==> config.mk <==
export PLATFORM = sky130hd
export DESIGN_NAME = hazard_ctrl_unit
export DESIGN_NICKNAME = d
export VERILOG_FILES = /design/src/rtl/hazard_ctrl_unit_pkg.sv /design/src/rtl/hazard_sat_counter.sv /design/src/rtl/hazard_ctrl_unit.sv
export SDC_FILE = /design/constraint.sdc
export NUM_CORES = 1
export LEC_CHECK = 0
export ABC_CLOCK_PERIOD_IN_PS = 3500
export BUFFER_PORTS_ARGS = -buffer_cell sky130_fd_sc_hd__buf_2
export CAP_MARGIN = 15
export CORE_ASPECT_RATIO = 0.6
export CORE_MARGIN = 8
export CORE_UTILIZATION = 35
export CTS_BUF_LIST = sky130_fd_sc_hd__clkbuf_4 sky130_fd_sc_hd__clkbuf_8
export CTS_CLUSTER_DIAMETER = 150
export CTS_CLUSTER_SIZE = 25
export DETAILED_ROUTE_END_ITERATION = 16
export PLACE_DENSITY_LB_ADDON = 0.05
export SYNTH_ARGS = -nofsm -noshare
export SYNTH_HDL_FRONTEND = slang
export SYNTH_SLANG_ARGS = --single-unit
==> constraint.sdc <==
create_clock -name clk -period 3.5 [get_ports clk]
set_clock_uncertainty 0.1 [all_clocks]
set_input_delay 0.175 -clock clk [delete_from_list [all_inputs] [get_ports clk]]
set_output_delay 0.175 -clock clk [all_outputs]
set_load 0.01 [all_outputs]
==> src/rtl/hazard_ctrl_unit_pkg.sv <==
// Shared types and constants for the pipeline hazard controller.
// The control word bundles every pipeline-register enable and bubble/flush line.
package hazard_ctrl_unit_pkg;

  localparam int unsigned DefRegAddrWidth = 5;

  typedef enum logic [0:0] {
    StRun,
    StMdBusy
  } hz_state_e;

  typedef struct packed {
    logic pc_write;
    logic if_id_write;
    logic if_id_flush;
    logic id_ex_write;
    logic id_ex_bubble;
    logic ex_mem_write;
    logic ex_mem_bubble;
    logic mem_wb_write;
    logic mem_wb_bubble;
  } hz_ctrl_t;

  localparam hz_ctrl_t CtrlRun     = hz_ctrl_t'(9'b110101010);
  localparam hz_ctrl_t CtrlLoadUse = hz_ctrl_t'(9'b000111010);
  localparam hz_ctrl_t CtrlFlush   = hz_ctrl_t'(9'b111111010);
  localparam hz_ctrl_t CtrlMdStall = hz_ctrl_t'(9'b000001110);
  localparam hz_ctrl_t CtrlFreeze  = hz_ctrl_t'(9'b000000101);

  function automatic logic reg_hit(input logic [31:0] rd, input logic [31:0] rs1,
                                   input logic [31:0] rs2, input logic uses_rs1,
                                   input logic uses_rs2);
    return (rd != '0) && ((uses_rs1 && (rd == rs1)) || (uses_rs2 && (rd == rs2)));
  endfunction

endpackage

==> src/rtl/hazard_sat_counter.sv <==
// Saturating up-counter used for the stall and flush performance counters.
module hazard_sat_counter #(
  parameter int unsigned CNT_WIDTH = 16
) (
  input  logic                 clk,
  input  logic                 reset,
  input  logic                 inc,
  output logic [CNT_WIDTH-1:0] count
);

  logic [CNT_WIDTH-1:0] count_q;

  always_ff @(posedge clk) begin
    if (reset) begin
      count_q <= '0;
    end else if (inc && (count_q != '1)) begin
      count_q <= count_q + 1'b1;
    end
  end

  assign count = count_q;

endmodule

==> src/rtl/hazard_ctrl_unit.sv <==
// Pipeline hazard controller: memory-wait freeze, mul/div EX stall, branch flush and load-use
// interlock, with saturating stall/flush counters.
module hazard_ctrl_unit
  import hazard_ctrl_unit_pkg::*;
#(
  parameter int unsigned REG_ADDR_WIDTH = DefRegAddrWidth,
  parameter int unsigned LOAD_LATENCY   = 1,
  parameter int unsigned MULDIV_LATENCY = 4,
  parameter int unsigned CNT_WIDTH      = 16
) (
  input  logic                      clk,
  input  logic                      reset,
  input  logic [REG_ADDR_WIDTH-1:0] IF_ID_Rs1,
  input  logic [REG_ADDR_WIDTH-1:0] IF_ID_Rs2,
  input  logic                      IF_ID_UsesRs1,
  input  logic                      IF_ID_UsesRs2,
  input  logic                      ID_EX_MemRead,
  input  logic [REG_ADDR_WIDTH-1:0] ID_EX_Rd,
  input  logic                      ID_EX_MulDiv,
  input  logic                      EX_MEM_MemRead,
  input  logic [REG_ADDR_WIDTH-1:0] EX_MEM_Rd,
  input  logic                      MEM_Req,
  input  logic                      dmem_ready,
  input  logic                      branch_taken,
  output logic                      PCWrite,
  output logic                      IF_ID_Write,
  output logic                      IF_ID_Flush,
  output logic                      ID_EX_Write,
  output logic                      ID_EX_Bubble,
  output logic                      EX_MEM_Write,
  output logic                      EX_MEM_Bubble,
  output logic                      MEM_WB_Write,
  output logic                      MEM_WB_Bubble,
  output logic                      stall,
  output logic [CNT_WIDTH-1:0]      stall_cycles,
  output logic [CNT_WIDTH-1:0]      flush_count
);

  localparam int unsigned MdCntW = (MULDIV_LATENCY > 2) ? $clog2(MULDIV_LATENCY - 1) : 1;
  localparam logic [MdCntW-1:0] MdInit =
      MdCntW'((MULDIV_LATENCY > 1) ? MULDIV_LATENCY - 2 : 0);

  hz_state_e         state_q, state_d;
  logic [MdCntW-1:0] md_cnt_q, md_cnt_d;
  hz_ctrl_t          ctrl;
  logic              mem_freeze, md_stall, hit_ex, hit_mem, load_use;

  assign mem_freeze = MEM_Req && !dmem_ready;
  assign hit_ex  = reg_hit(32'(ID_EX_Rd), 32'(IF_ID_Rs1), 32'(IF_ID_Rs2),
                           IF_ID_UsesRs1, IF_ID_UsesRs2);
  assign hit_mem = reg_hit(32'(EX_MEM_Rd), 32'(IF_ID_Rs1), 32'(IF_ID_Rs2),
                           IF_ID_UsesRs1, IF_ID_UsesRs2);
  assign load_use = (ID_EX_MemRead && hit_ex) ||
                    ((LOAD_LATENCY == 2) && EX_MEM_MemRead && hit_mem);

  always_comb begin
    ctrl     = CtrlRun;
    state_d  = state_q;
    md_cnt_d = md_cnt_q;
    md_stall = 1'b0;
    if (reset) begin
      state_d  = StRun;
      md_cnt_d = '0;
    end else if (mem_freeze) begin
      ctrl = CtrlFreeze;
    end else begin
      // The md_cnt==0 cycle releases the op into EX/MEM, so it is not itself a stall.
      if (state_q == StMdBusy) begin
        if (md_cnt_q == '0) begin
          state_d = StRun;
        end else begin
          md_cnt_d = md_cnt_q - 1'b1;
          md_stall = 1'b1;
        end
      end else if (ID_EX_MulDiv && (MULDIV_LATENCY > 1)) begin
        state_d  = StMdBusy;
        md_cnt_d = MdInit;
        md_stall = 1'b1;
      end
      if (md_stall) begin
        ctrl = CtrlMdStall;
      end else if (branch_taken) begin
        ctrl = CtrlFlush;
      end else if (load_use) begin
        ctrl = CtrlLoadUse;
      end
    end
  end

  always_ff @(posedge clk) begin
    if (reset) begin
      state_q  <= StRun;
      md_cnt_q <= '0;
    end else begin
      state_q  <= state_d;
      md_cnt_q <= md_cnt_d;
    end
  end

  assign PCWrite       = ctrl.pc_write;
  assign IF_ID_Write   = ctrl.if_id_write;
  assign IF_ID_Flush   = ctrl.if_id_flush;
  assign ID_EX_Write   = ctrl.id_ex_write;
  assign ID_EX_Bubble  = ctrl.id_ex_bubble;
  assign EX_MEM_Write  = ctrl.ex_mem_write;
  assign EX_MEM_Bubble = ctrl.ex_mem_bubble;
  assign MEM_WB_Write  = ctrl.mem_wb_write;
  assign MEM_WB_Bubble = ctrl.mem_wb_bubble;
  assign stall         = !ctrl.pc_write;

  hazard_sat_counter #(
    .CNT_WIDTH(CNT_WIDTH)
  ) u_stall_cnt (
    .clk  (clk),
    .reset(reset),
    .inc  (stall),
    .count(stall_cycles)
  );

  hazard_sat_counter #(
    .CNT_WIDTH(CNT_WIDTH)
  ) u_flush_cnt (
    .clk  (clk),
    .reset(reset),
    .inc  (IF_ID_Flush),
    .count(flush_count)
  );

endmodule
== Yosys cells after proc, flatten, opt, wreduce, memory -nomap -nowiden ==
Index checks and enable logic that the tools add are counted.
Word-level totals
  logic and storage cells: 40
  input port bits: 30
  output and inout port bits: 42
  bits in registers: 35
Cells by class
  mux-type cells: 13
  add/sub/neg operators: 3
  reduce and logical (&&, ||, !) cells: 14
  bitwise logic cells: 1
  eq/ne operators: 5
Operators with widths (count)
  9-bit two-way mux: 5
  16-bit by 1-bit adder with 16-bit output, second input constant: 2
  16-bit != test, second input constant: 2
  5-bit equality test: 2
  1-bit logical AND: 7
  2-bit two-way mux: 3
  1-bit two-way mux: 5
  5-bit nonzero test: 1
  3-bit AND reduction: 1
  1-bit logical NOT: 2
  2-bit logical NOT: 1
  2-bit != test, second input constant: 1
  2-bit nonzero test: 1
  2-bit by 1-bit subtractor with 2-bit output, second input constant: 1
  1-bit logical OR: 1
  1-bit NOT: 1

== Depth between registers and ports, before layout ==
  word-level depth: 12
  gate-level depth with buffers: 10
  gate-level depth less buffers: 9

== Hierarchy ==
Synthesis repeated with hierarchy kept, for this count alone.
Unflattened totals
  cells, all modules: 248
  area total of the unflattened synthesis: 2078.2 um^2
By module, submodules not included
  hazard_sat_counter: cells each 99, seq. area each 320.3 um^2, instances 2, area an instance 848.3 um^2
  hazard_ctrl_unit: cells each 50, seq. area each 60.1 um^2, instances 1, area an instance 381.6 um^2

== Least setup slack after synthesis ==
Ideal clock, no wire load.
  path kind: reg2reg
  start point: register md_cnt_q[0]
  end point: register u_stall_cnt.count_q[5], in the netlist u_stall_cnt.count[5]
  setup slack: 1274 ps
  required time: 3265 ps
  arrival: 1991 ps
  cell stages (with the launch flop): 11
  clock period less this slack: 2226 ps
  path buffers: 2
  cells stage by stage: dfxtp_1 inv_1 ha_1 nand2b_1 a31oi_1 nand2b_1 o31a_1 buf_6 buf_2 o311ai_0 o41ai_1
Between the ends
  cells in the longest elaborated chain, start to end: 10
Ends and longest elaborated chain
  from (decl): RTL line hazard_ctrl_unit.sv:44  | logic [MdCntW-1:0] md_cnt_q, md_cnt_d;
  from (signal assigned): RTL line hazard_ctrl_unit.sv:96  | md_cnt_q <= md_cnt_d;
  2-bit logical NOT: RTL line hazard_ctrl_unit.sv:69  | if (md_cnt_q == '0) begin
  1-bit two-way mux: RTL line hazard_ctrl_unit.sv:69
  1-bit two-way mux: RTL line hazard_ctrl_unit.sv:68  | if (state_q == StMdBusy) begin
  1-bit two-way mux: RTL line hazard_ctrl_unit.sv:64  | end else if (mem_freeze) begin
  1-bit two-way mux: RTL line hazard_ctrl_unit.sv:61  | if (reset) begin
  9-bit two-way mux: RTL line hazard_ctrl_unit.sv:80  | if (md_stall) begin
  9-bit two-way mux: RTL line hazard_ctrl_unit.sv:64
  9-bit two-way mux: RTL line hazard_ctrl_unit.sv:61
  1-bit logical NOT: RTL line hazard_ctrl_unit.sv:109  | assign stall = !ctrl.pc_write;
  1-bit logical AND: RTL line hazard_sat_counter.sv:16  | end else if (inc && (count_q != '1)) begin
  to (signal assigned): RTL line hazard_sat_counter.sv:17  | count_q <= count_q + 1'b1;
  to (decl): RTL line hazard_sat_counter.sv:11  | logic [CNT_WIDTH-1:0] count_q;
Every way passes these cells. The select of a mux whose other input is x is not followed.
A chain may end at the register's enable or synchronous reset.

== Worst setup path in the final report ==
  start point: register md_cnt_q[0]
  end point: register u_stall_cnt.count_q[14], in the netlist u_stall_cnt.count[14]
Same word-level chain as after synthesis.

==> results.txt <==
sequential area share after synthesis = 37.1%
most frequent CP cell = nand2b_1
synthesized net count = 266
crit path kind = reg -> reg
fraction of layout cells with a size suffix above 1 = 25.7%
clk sink count = 35
r2r setup slk = 1060 ps
Total GRT Usage = 12.5%
Synth top area share = 37.1%
CTS buffer count = 5
cts hold-fix bufs = 0
Post-synth top flop = dfxtp_1
Hold Path Class = in -> reg
core footprint = 0.00513 mm^2
1st-iter DRT viols = 100
vias in the first global route = 1,729
first-pass GRT wire length = 8420 um
ant diodes = 0
CTS resizes = 0
residual DRC count = 0
# rows = 20
Crit path depth = 9
wire per inst = 13.8 um
status = finished clean
Cells after Synth = 233
chip height = 72.9 um
P&R area growth vs syn = 23.8%
Pwr Total = 809 uW
CP peak stage delay = 530 ps
Final Wtd Congestion = 0.723
post-route ant nets = 0
PD cells = 346 mW/mm^2
Nets = 328
Hold Vio Cnt, Final = 0
Synth area leaders = dfxtp_1, xor2_1, nor2_1
Syn. warnings = 0
path depth of the worst reg2reg path = 9
crit-path cells = inv_1 -> ha_1 -> nand2b_1 -> a31oi_1 -> nand2b_1 -> o31a_1 -> buf_4 -> or4_1 -> a21oi_1
Final Cell Area = 0.00234 mm^2
I/O pin count = 72
WP buf/inv = 2
peak supply drop = 129 uV
clock slew at reported path FFs = 70 ps
Routed Wire Length = 4990 um
fin. max-slew vios = 0
Max-Cap Viols = 0
Final HPWL DP = 3770 um
DR pass1 iterations = 4
final setup margin = 1060 ps
CP delay by family, top = simple AND/OR/NAND/NOR gates
asr flop ratio synth = 0%
CP startpoint kind = flip-flop
Yosys cell types = 39
Leak = 0.000976 uW
Initial Util = 36.8%
clk buf depth = 2
cell accounting for the most synthesized area = dfxtp_1
Slew @ Worst Pin = 682 ps
Slew HR = 54.6%
Post-synth EDFFs = 0
CTS tree = done
Syn Area/Cell = 8.10 um^2
pin count of the biggest net entering global routing = 38
Cell Area, Placed = 0.00225 mm^2
final setup vio count = 0
CP Data Required Time = 3600 ps
fill count = 553
via/cell ratio = 5.13
total grt overflow = 0
pre-CTS setup slack = 1130 ps
chip width = 111 um
WHS Path Cells = 4
Synth Cell Area = 0.00189 mm^2
worst-path maximum fanout = 28
unrepaired setup endpoints after global routing = no
htree depth = 2
FMAX = 410 MHz
period utilization = 69.8%
cell with the most instances after synthesis = dfxtp_1
initial antenna violation count = 0
vias = 1,858
CP max-delay cell = or4_1
postcts setup bufs = 0
CP Data Arrival Time = 2550 ps
PortBufs = 65
Clock Latency Late Sink = 280 ps
CP endpoint kind = flip-flop
die area = 0.00807 mm^2
Seq cells post-synth = 35
CTS root buffer = clkbuf_8
Sum Neg Setup Slack = 0 ps
top cells by count, synth = dfxtp_1, nor2_1, xor2_1
crit path time final = 2440 ps
==> power by group <==
group / total, uW / internal, uW / switching [uW]
logic: 97.6 / 40.7 / 56.9
clock network: 300 / 155 / 145
registers: 411 / 404 / 6.68
total: 809 / 600 / 208
==> cells in the final DEF, fill, tap and decap left out, types with 2 or more instances in the layout <==
master    netlist  routed
o21ai_0        11      11
nand4_1         9       9
inv_1          11      11
dfxtp_1        35      35
o31ai_1         7       7
and3_1          6       6
o31a_1          2       2
buf_2           2      65
xnor2_1         5       5
or3_1           9       9
nor3_1          2       2
mux2i_1         3       3
a21oi_1        14      14
nand2b_1        4       4
buf_4           2       2
o41ai_1         2       2
xor2_1         18      18
nand2_1        16      16
o311ai_0        2       2
nor2_1         26      26
nor4_1          2       2
a31oi_1         2       2
or4_1           7       7
clkbuf_8        0       5
nand3_1        12      12
ha_1            3       3
and2_0          2       2
clkbuf_4        0       2
==> flip-flops by register name (all words and copies together), names as in the netlist <==
register and cells:
state_q 1, u_stall_cnt.count 16, md_cnt_q 2, u_flush_cnt.count 16
==> per-layer routing <==
layer / share of wire [%] / GRT usage (%)
met1: 54 / 17.2
met2: 38 / 17.2
met3: 7.6 / 5.42
met4: 0.34 / 2.68
met5: 0 / 0
==> per-stage QoR <==
step | util (%) | hold slack (ps) | std cells
2_1_floorplan | - | 370 | 233
3_3_place_gp | 43.8 | 389 | 354
3_5_place_dp | 43.8 | 393 | 354
4_1_cts | 45.5 | 262 | 362
5_1_grt | 45.5 | 270 | 362
6_report | 45.5 | 252 | 362
==> cells by family after synthesis <==
logic type,synth area share (%)
simple gates,26.9
compound gates,16.2
flops,37.1
xor+xnor,10.7
buf+inv,5.50
mux,1.59
fa+ha+maj,1.99
==> worst min-delay path: cells and delay by family <==
kind	cells	cell delay (ps)
buf+inv	1	70
simple gates	3	340
==> final cells by class <==
class / instances / area [um^2] / area share [%]
Sequential cell: 35 / 701 / 30.0
Timing Repair Buffer: 67 / 340 / 14.6
Clock inverter: 1 / 5.00 / 0.214
Tap cell: 66 / 82.6 / 3.54
Multi-Input combinational cell: 175 / 1080 / 46.3
Clock buffer: 7 / 83.8 / 3.59
Inverter: 11 / 41.3 / 1.77
==> final timing paths <==
| kind | startpoint | end |
|---|---|---|
| worst min register to register | md_cnt_q[1] | md_cnt_q[1] |
| worst max register to register | md_cnt_q[0] | u_stall_cnt.count[14] |
| worst min-delay path | MEM_Req | state_q |
| worst max-delay path | md_cnt_q[0] | u_stall_cnt.count[14] |
No activity file was read; power rests on OpenSTA's default activity.
